File: src/rtl/cpu_package.sv
// Shared types for the multi-cycle control path: instruction classes,
// sequencer states and the sequential PC increment.
package cpu_package;

  typedef enum logic [2:0] {
    R       = 3'd0,
    I_ALU   = 3'd1,
    LOAD    = 3'd2,
    STORE   = 3'd3,
    BRANCH  = 3'd4,
    JAL     = 3'd5,
    ILLEGAL = 3'd6
  } instruction_type_t;

  typedef enum logic [2:0] {
    FETCH     = 3'd0,
    DECODE    = 3'd1,
    EXECUTE   = 3'd2,
    MEM       = 3'd3,
    WRITEBACK = 3'd4,
    TRAP      = 3'd5
  } seq_state_t;

  localparam int unsigned PC_STEP = 4;

endpackage

File: src/rtl/seq_timeout_counter.sv
// Bus wait-state counter: counts cycles spent waiting for an ack and flags
// when TIMEOUT waits have already elapsed.
module seq_timeout_counter #(
  parameter int unsigned TIMEOUT = 15
) (
  input  logic clk,
  input  logic reset_n,
  input  logic clear_i,
  input  logic count_i,
  output logic at_limit_o
);

  localparam int unsigned CW = $clog2(TIMEOUT + 1);

  logic [CW-1:0] cnt_q;

  assign at_limit_o = (cnt_q == CW'(TIMEOUT));

  // Saturates at the limit; the sequencer leaves the wait state on that cycle.
  always_ff @(posedge clk or negedge reset_n) begin
    if (!reset_n) begin
      cnt_q <= '0;
    end else if (clear_i) begin
      cnt_q <= '0;
    end else if (count_i && !at_limit_o) begin
      cnt_q <= cnt_q + CW'(1);
    end
  end

endmodule

File: src/rtl/core_sequencer.sv
// Multi-cycle instruction sequencer: owns the PC and walks each instruction
// through FETCH/DECODE/EXECUTE/MEM/WRITEBACK with a bus-timeout trap.
// Optional perf counters are enabled with CORE_SEQUENCER_PERF_EN.
module core_sequencer
  import cpu_package::*;
#(
  parameter int unsigned           ADDR_WIDTH = 32,
  parameter logic [ADDR_WIDTH-1:0] RESET_PC   = '0,
  parameter int unsigned           TIMEOUT    = 15
) (
  input  logic                  clk,
  input  logic                  reset_n,
  input  instruction_type_t     instruction_type,
  input  logic                  alu_zero,
  input  logic [ADDR_WIDTH-1:0] branch_target,
  input  logic                  imem_ack,
  input  logic                  dmem_ack,
  output logic [ADDR_WIDTH-1:0] pc,
  output logic                  imem_req,
  output logic                  ir_write,
  output logic                  alu_en,
  output logic                  dmem_req,
  output logic                  dmem_write,
  output logic                  reg_write,
  output logic                  retire,
  output logic                  trap,
`ifdef CORE_SEQUENCER_PERF_EN
  output logic [31:0]           retired_count,
  output logic [31:0]           stall_count,
`endif
  output seq_state_t            state
);

  seq_state_t            state_q, state_d;
  logic [ADDR_WIDTH-1:0] pc_q, pc_d;
  logic                  active_q;
  logic                  waiting;
  logic                  at_limit;
  logic [ADDR_WIDTH-1:0] pc_inc;
  logic [ADDR_WIDTH-1:0] target_aligned;
  logic                  unused_target_lsbs;

  assign pc_inc             = pc_q + ADDR_WIDTH'(PC_STEP);
  assign target_aligned     = {branch_target[ADDR_WIDTH-1:2], 2'b00};
  assign unused_target_lsbs = ^branch_target[1:0];

  // active_q holds the machine idle for the cycle after reset release so the
  // first fetch request appears on the first clock edge, not at release.
  assign waiting = active_q && (((state_q == FETCH) && !imem_ack) ||
                                ((state_q == MEM)   && !dmem_ack));

  seq_timeout_counter #(
    .TIMEOUT (TIMEOUT)
  ) u_timeout (
    .clk        (clk),
    .reset_n    (reset_n),
    .clear_i    (!waiting),
    .count_i    (waiting),
    .at_limit_o (at_limit)
  );

  always_comb begin
    state_d = state_q;
    pc_d    = pc_q;
    if (active_q) begin
      case (state_q)
        FETCH: begin
          if (imem_ack)      state_d = DECODE;
          else if (at_limit) state_d = TRAP;
        end
        DECODE: state_d = (instruction_type == ILLEGAL) ? TRAP : EXECUTE;
        EXECUTE: begin
          case (instruction_type)
            LOAD, STORE: state_d = MEM;
            BRANCH: begin
              state_d = FETCH;
              pc_d    = alu_zero ? target_aligned : pc_inc;
            end
            default: state_d = WRITEBACK;
          endcase
        end
        MEM: begin
          if (dmem_ack) begin
            if (instruction_type == STORE) begin
              state_d = FETCH;
              pc_d    = pc_inc;
            end else begin
              state_d = WRITEBACK;
            end
          end else if (at_limit) begin
            state_d = TRAP;
          end
        end
        WRITEBACK: begin
          state_d = FETCH;
          pc_d    = (instruction_type == JAL) ? target_aligned : pc_inc;
        end
        TRAP:    state_d = TRAP;
        default: state_d = TRAP;
      endcase
    end
  end

  always_ff @(posedge clk or negedge reset_n) begin
    if (!reset_n) begin
      state_q  <= FETCH;
      pc_q     <= RESET_PC;
      active_q <= 1'b0;
    end else begin
      state_q  <= state_d;
      pc_q     <= pc_d;
      active_q <= 1'b1;
    end
  end

  assign pc         = pc_q;
  assign state      = state_q;
  assign trap       = (state_q == TRAP);
  assign imem_req   = active_q && (state_q == FETCH);
  assign ir_write   = imem_req && imem_ack;
  assign alu_en     = active_q && (state_q == EXECUTE);
  assign dmem_req   = active_q && (state_q == MEM);
  assign dmem_write = dmem_req && (instruction_type == STORE);
  assign reg_write  = active_q && (state_q == WRITEBACK);
  assign retire     = reg_write ||
                      (alu_en && (instruction_type == BRANCH)) ||
                      (dmem_write && dmem_ack);

`ifdef CORE_SEQUENCER_PERF_EN
  logic [31:0] retired_q, stall_q;

  // Neither retire nor waiting can assert in TRAP, so both counters freeze there.
  always_ff @(posedge clk or negedge reset_n) begin
    if (!reset_n) begin
      retired_q <= '0;
      stall_q   <= '0;
    end else begin
      if (retire)  retired_q <= retired_q + 32'd1;
      if (waiting) stall_q   <= stall_q + 32'd1;
    end
  end

  assign retired_count = retired_q;
  assign stall_count   = stall_q;
`endif

endmodule

File: config.mk
export PLATFORM = sky130hd
export DESIGN_NAME = core_sequencer
export DESIGN_NICKNAME = d
export VERILOG_FILES = /design/src/rtl/cpu_package.sv /design/src/rtl/seq_timeout_counter.sv /design/src/rtl/core_sequencer.sv
export SDC_FILE = /design/constraint.sdc
export NUM_CORES = 1
export LEC_CHECK = 0
export CAP_MARGIN = 0
export CORE_UTILIZATION = 45
export CTS_BUF_LIST = sky130_fd_sc_hd__clkbuf_2
export CTS_CLUSTER_SIZE = 24
export DETAILED_ROUTE_END_ITERATION = 8
export PLACE_DENSITY = 0.77
export SETUP_SLACK_MARGIN = 0.05
export SYNTH_ARGS = -nofsm -noshare
export SYNTH_HDL_FRONTEND = slang
export SYNTH_SLANG_ARGS = --single-unit
File: constraint.sdc
create_clock -name clk -period 2.29 [get_ports clk]
set_input_delay 0.458 -clock clk [delete_from_list [all_inputs] [get_ports clk]]
set_output_delay 0.458 -clock clk [all_outputs]
set_load 0.01 [all_outputs]
# Word level (Yosys, flattened, before mapping)
# Index checks and enable logic that the tools add are counted.
[op_classes]
magnitude_cmp = 0
shift = 0
addsub = 2
bitwise_logic = 0
reduce_logical = 22
multipliers = 0
n_div = 0
n_mux = 15
n_eq_ne = 15
[op_table]
columns = ["op", "n"]
rows = [
  ["$mux W32", 5],
  ["$pmux W32 S3", 1],
  ["$add A32 B3 Y32 const B", 1],
  ["$eq A3 B3 Y1 const B", 5],
  ["$mux W3", 5],
  ["$pmux W3 S5", 1],
  ["$eq A3 B2 Y1 const B", 4],
  ["$logic_and A1 B1 Y1", 12],
  ["$mux W4", 2],
  ["$ne A2 B2 Y1 const B", 3],
  ["$pmux W3 S2", 1],
  ["$reduce_and A5 Y1", 1],
  ["$add A4 B1 Y4 const B", 1],
  ["$eq A4 B4 Y1 const B", 1],
  ["$eq A3 B1 Y1 const B", 1],
  ["$logic_not A1 Y1", 3],
  ["$logic_not A3 Y1", 1],
  ["$logic_or A1 B1 Y1", 3],
  ["$reduce_bool A3 Y1", 1],
  ["$ne A2 B1 Y1 const B", 1],
  ["$reduce_or A2 Y1", 1],
]
[totals]
input_bits = 40
latch_bits = 0
out_inout_bits = 43
mem_bits_rw = 0
mem_count = 0
regBits = 40
romBits = 0

# Longest topological paths before layout
[logic_depth]
word_depth = 7
mapped_depth = 9
depth_no_buf = 6

# Hierarchy
# Synthesis repeated with hierarchy kept, for this count alone.
[unflattened]
cells_unflattened = 312
hier_area_um2 = 2781.4
[modules_own_cells]
columns = ["mod", "seq_area_each_um2", "cells_per_inst", "area_per_inst_um2", "instances"]
rows = [
  ["core_sequencer", 850.8, 292, 2552.4, 1],
  ["seq_timeout_counter", 100.1, 20, 229.0, 1],
]

# Worst setup path after synthesis
# OpenSTA, ideal clock, no wires.
[synth_timing]
path_kind = "input -> output"
from = "input port instruction_type[1]"
to = "output port retire"
arrival_ns = 1.518
stages = 6
required_time_ns = 1.832
n_path_buf = 2
setup_slack_ns = 0.314
path_cell_list = "or3b_1 o22ai_1 nor2_2 inv_2 buf_2 buf_2"
[synth_between]
elab_chain_len = 4
elab_cells_between_ends = 7
[synth_lines]
columns = ["item", "line", "source"]
rows = [
  ["from (decl)", "core_sequencer.sv:13", "input instruction_type_t instruction_type,"],
  ["$eq A3 B3 Y1 or $eq A3 B2 Y1 (tied branches)", "core_sequencer.sv:126, core_sequencer.sv:123", ""],
  ["$logic_and A1 B1 Y1, on equally long branches", "core_sequencer.sv:126, core_sequencer.sv:123", ""],
  ["$logic_or A1 B1 Y1 or $logic_and A1 B1 Y1 (tied branches)", "core_sequencer.sv:125, core_sequencer.sv:127", ""],
  ["$logic_or A1 B1 Y1 *", "core_sequencer.sv:126", "(alu_en && (instruction_type == BRANCH)) ||"],
  ["to (decl)", "core_sequencer.sv:25", "output logic retire,"],
]
# Every way passes the cells marked *; elsewhere a longest branch is shown, timed or not.

# Worst setup path after layout
[layout_timing]
from = "input port instruction_type[2]"
to = "output port retire"
# The elaborated chain is that of the path after synthesis.

==> impl_summary.md <==
Global routing
The wire length of the first global-routing pass is 13,500 um. The initial antenna violation count came to 0. After global routing the overflow that remains totals 0.

The via count of the first global-routing pass is 2,858. The total global-route track usage is 27.1%. The maximum number of pins on one net before global-route repair is 39.

Flow run
Across the run, the number of max-cap violations was 0.

CTS
The clock sink count is 38. The level count of the clock H-tree is 2. The tree is rooted in a sky130_fd_sc_hd__clkbuf_2. The clock transition at the registers of the reported paths is 0.20 ns. TritonCTS built the clock tree.

The clock network latency to the later pin of the worst-skew pair is 0.39 ns. The maximum clock insertion buffer count is 2. The number of clock buffers added by TritonCTS is 5.

Setup path
The kind of end point of the critical path is an output port. The largest driver fanout on the critical path is 2. Counting cells, the worst reg-to-reg path comes to 8. STA puts the critical path data required time at 1.83 ns. The startpoint kind of the worst setup timing path is an input port. At the worst endpoint, the arrival time is 1.77 ns. The worst setup path is of the in2out kind.

Timing
Setup repair after global routing could not meet its margin everywhere. Setup violations remaining at the end of the flow were counted as 0. After routing, the total negative slack on setup checks comes to 0 ns. Across all setup checks in the final design, the least slack found is 0.0573 ns.

The maximum clock frequency is 0.448 GHz. Final hold analysis gives a worst-case slack of 0.154 ns. The worst pin sits at a relative slew slack of 40.6%. The final clock period utilization by the worst path is 97.5%. For the finished layout, the period the worst path requires is 2.23 ns.

The worst clock skew is 0.0138 ns. The number of max-slew violations in the final report came to 0. The slew at the pin with the worst max-slew slack is 0.892 ns. The number of hold-slack violations in the final timing report is 0.

Final layout
The fraction of final layout cells sized beyond drive strength 1 is 14.3%. Across the whole layout, storage elements account for 955 um^2. The number of cells in the finished layout apart from fillers is 486. The number of antenna repair diodes is 0.

The post-route core utilization is 67.3%. The count of nets after finishing is 456. The area of the multi-input gates is 1570 um^2. The number of filler instances in the final layout is 508. From synthesis to final layout, the design area changed by 41.0%. The finished cells cover 3770 um^2.

Routing
The post-route antenna net violation count is 0. The number of optimization iterations in the first detailed-route pass is 5. After detailed routing, the number of vias per cell comes to 6.10. Across all layers, the routed design uses 2,963 vias. For this block, the routed nets add up to 8000 um of wire.

For this run, design rule violations remaining after detail routing come to 0. Dividing the detail-routed wire length by the instance count gives 16.5 um. The number of DRC violations after detailed-routing iteration 0 is 264.

Power and ir drop
The share of total power dissipated in combinational logic is 60.0%. The internal portion of total power is 2.49 mW. In this run the power spent charging and discharging nets is 1.94 mW. The register share of total power is 30.8%.

The power density normalized to cell area is 1170 nW/um^2. The clock network is responsible for 9.2% of the overall power. The leakage power of the design is 1.56 nW. In this run switching power makes up 43.8% of total power. The overall power of the completed layout is 4.43 mW. The worst-case IR drop observed on VDD is 629 uV.

Place
The worst slack after detailed placement is -0.362 ns. The port buffer count is 78. The instance area after placement is 3650 um^2. Detailed placement ended at an HPWL of 5570 um. Counting tap cells, the placed design contains a total of 473 instances.

The final weighted congestion in routability-driven placement is 0.862.

Hold path
The min-delay analysis places its worst path in the category in2async.

Yosys
The synthesized netlist devotes 25.9% of its cell area to compound gates. The share of cell area taken by muxes after synthesis is 3.41%. The gate count after technology mapping is 317. The post-synthesis area per instance is 8.44 um^2. The synthesized design contains 0 enable-type register cells.

The flip-flop and latch count after synthesis is 38. The synthesized netlist devotes 26.9% of its cell area to simple gates. The share of the Yosys chip area taken by registers is 35.5%.

The most used flip-flop cell after synthesis is sky130_fd_sc_hd__dfrtp_1. Sorting the synthesized cells by area gives the leading types as sky130_fd_sc_hd__dfrtp_1, sky130_fd_sc_hd__a21oi_1, sky130_fd_sc_hd__nor2_1. The dominant combinational cell family by area after synthesis is simple AND/OR/NAND/NOR gates. The top cell type by total area after synthesis is sky130_fd_sc_hd__dfrtp_1. The share of flip-flops with an asynchronous set or reset after synthesis is 100%.

During synthesis, Yosys emitted a total of 0 warnings. The adder-cell share of the synthesized area is 0.935%. The number of distinct library cells after synthesis is 56. The share of the synthesized area in the top cell type is 35.5%. After synthesis the cells add up to 2680 um^2.

The xor and xnor area share after synthesis is 0.327%.

Floorplan
The initialized floorplan defines 27 standard-cell rows. Pin placement for this block handled 83 I/O pins. The floorplan step set the die height to 79.1 um. The full die area is 6260 um^2. Measured along the x axis, the die boundary spans 79.1 um. The initial cell density of the core is 47.7%. The area of the core is 5610 um^2.

Outcome
The flow ran to the end, and the final reports show no timing, DRC or antenna violations.
-- cells by family (layout without fill, tap and decap cells) --
family | count (synthesis) | in the layout
multiplexers | 9 | 9
other | 2 | 3
adder cells (fa/ha/maj) | 2 | 2
flip-flops | 38 | 38
buffers and inverters | 39 | 135
AND/OR/NAND/NOR | 125 | 125
AO/OA/AOI/OAI | 101 | 101
XOR/XNOR | 1 | 1
-- registers in the layout (all words and copies together) (netlist names) --
register / count
u_timeout.cnt_q: 4
state: 3
active_q: 1
pc: 30
-- Yosys cell counts (all sizes together), types with 2 or more instances --
| master | instances |
|---|---|
| dfrtp | 38 |
| nor2 | 26 |
| a21oi | 23 |
| o21ai | 19 |
| nand3 | 18 |
| nor3 | 16 |
| buf | 15 |
| inv | 15 |
| nand2 | 15 |
| o22ai | 12 |
| nand4 | 11 |
| and3 | 10 |
| clkbuf | 9 |
| mux2i | 8 |
| o2bb2a | 8 |
| o211ai | 7 |
| and4 | 6 |
| a2bb2oi | 4 |
| a31oi | 4 |
| nand2b | 4 |
| o22a | 4 |
| o2bb2ai | 4 |
| a221o | 3 |
| and2 | 3 |
| o2111ai | 3 |
| a22oi | 2 |
| a32o | 2 |
| conb | 2 |
| ha | 2 |
| nand4b | 2 |
| nor2b | 2 |
| nor3b | 2 |
| nor4b | 2 |
| or4 | 2 |
-- worst max-delay path, stage by stage --
cell and delay, ns:
sky130_fd_sc_hd__clkdlybuf4s50_1 0.47, sky130_fd_sc_hd__or3b_4 0.39, sky130_fd_sc_hd__o22ai_2 0.19, sky130_fd_sc_hd__nor2_2 0.06, sky130_fd_sc_hd__inv_2 0.07, sky130_fd_sc_hd__buf_2 0.13
-- worst paths after layout --
kind	startpoint	end	slack, ns
max	instruction_type[2]	retire	0.06
min	reset_n	pc[21]	0.15
max reg2reg	state[2]	pc[18]	0.20
min reg2reg	active_q	state[2]	0.58
max in group asynchronous	reset_n	state[1]	1.53
min in group clk	active_q	state[2]	0.58
-- what timing repair did --
| action | 4_1_cts | 5_1_grt |
|---|---|---|
| hold buffers | 0 | 0 |
| pin swaps | 1 | 1 |
| endpoints found under the setup margin | 6 | 6 |
| resized for setup | 17 | 4 |
| gates cloned | 0 | 1 |
| buffers inserted | 3 | 2 |
-- layout by cell type (no fill, tap or decap), types with 2 or more instances in the layout --
| cell type | n |
|---|---|
| sky130_fd_sc_hd__o22ai_1 | 11 |
| sky130_fd_sc_hd__nor2_1 | 22 |
| sky130_fd_sc_hd__a2bb2oi_1 | 4 |
| sky130_fd_sc_hd__and3_1 | 10 |
| sky130_fd_sc_hd__a21oi_1 | 23 |
| sky130_fd_sc_hd__clkbuf_2 | 5 |
| sky130_fd_sc_hd__and4_1 | 6 |
| sky130_fd_sc_hd__o22a_1 | 4 |
| sky130_fd_sc_hd__a31oi_1 | 4 |
| sky130_fd_sc_hd__nand4_1 | 10 |
| sky130_fd_sc_hd__dfrtp_1 | 35 |
| sky130_fd_sc_hd__nand2_1 | 15 |
| sky130_fd_sc_hd__buf_4 | 33 |
| sky130_fd_sc_hd__nand2b_1 | 4 |
| sky130_fd_sc_hd__o2bb2a_1 | 8 |
| sky130_fd_sc_hd__dfrtp_2 | 3 |
| sky130_fd_sc_hd__o2bb2ai_1 | 4 |
| sky130_fd_sc_hd__dlygate4sd2_1 | 6 |
| sky130_fd_sc_hd__ha_1 | 2 |
| sky130_fd_sc_hd__and2_1 | 3 |
| sky130_fd_sc_hd__a22oi_1 | 2 |
| sky130_fd_sc_hd__o2111ai_1 | 3 |
| sky130_fd_sc_hd__or4_1 | 2 |
| sky130_fd_sc_hd__nand3_1 | 18 |
| sky130_fd_sc_hd__o211ai_1 | 7 |
| sky130_fd_sc_hd__o21ai_0 | 18 |
| sky130_fd_sc_hd__nor4b_1 | 2 |
| sky130_fd_sc_hd__a221o_1 | 3 |
| sky130_fd_sc_hd__nor3b_1 | 2 |
| sky130_fd_sc_hd__buf_2 | 2 |
| sky130_fd_sc_hd__inv_1 | 13 |
| sky130_fd_sc_hd__nor2b_1 | 2 |
| sky130_fd_sc_hd__conb_1 | 3 |
| sky130_fd_sc_hd__inv_2 | 2 |
| sky130_fd_sc_hd__mux2i_1 | 8 |
| sky130_fd_sc_hd__nand4b_1 | 2 |
| sky130_fd_sc_hd__nor2_2 | 3 |
| sky130_fd_sc_hd__a32o_1 | 2 |
| sky130_fd_sc_hd__clkdlybuf4s50_1 | 69 |
| sky130_fd_sc_hd__nor3_1 | 15 |
-- routing by layer --
metal	GRT usage, %	up-vias	share of wire, %
li1	-	1392	-
met1	37.0	1413	43
met2	43.7	141	49
met3	3.68	17	6.3
met4	9.64	0	1.7
met5	0	-	0
-- power by group through the flow --
| stage | combinational [mW] | clock (mW) | sequential (mW) |
|---|---|---|---|
| final | 2.66 | 0.408 | 1.36 |
| after global routing | 2.89 | 0.445 | 1.43 |
| after CTS | 2.59 | 0.409 | 1.35 |
| after detailed placement | 2.55 | 0 | 1.36 |
| after global placement | 2.49 | 0 | 1.36 |
| after floorplan | 1.31 | 0 | 1.41 |
-- cell type report --
class	instances	area share, %
clock buffer	5	0.663
timing repair buffer	113	27.7
clock inverter	2	0.895
sequential	38	25.3
inverter	15	1.49
tap	72	2.39
multi-input combinational	241	41.6
Note: power is estimated with default switching activity, not from simulation.
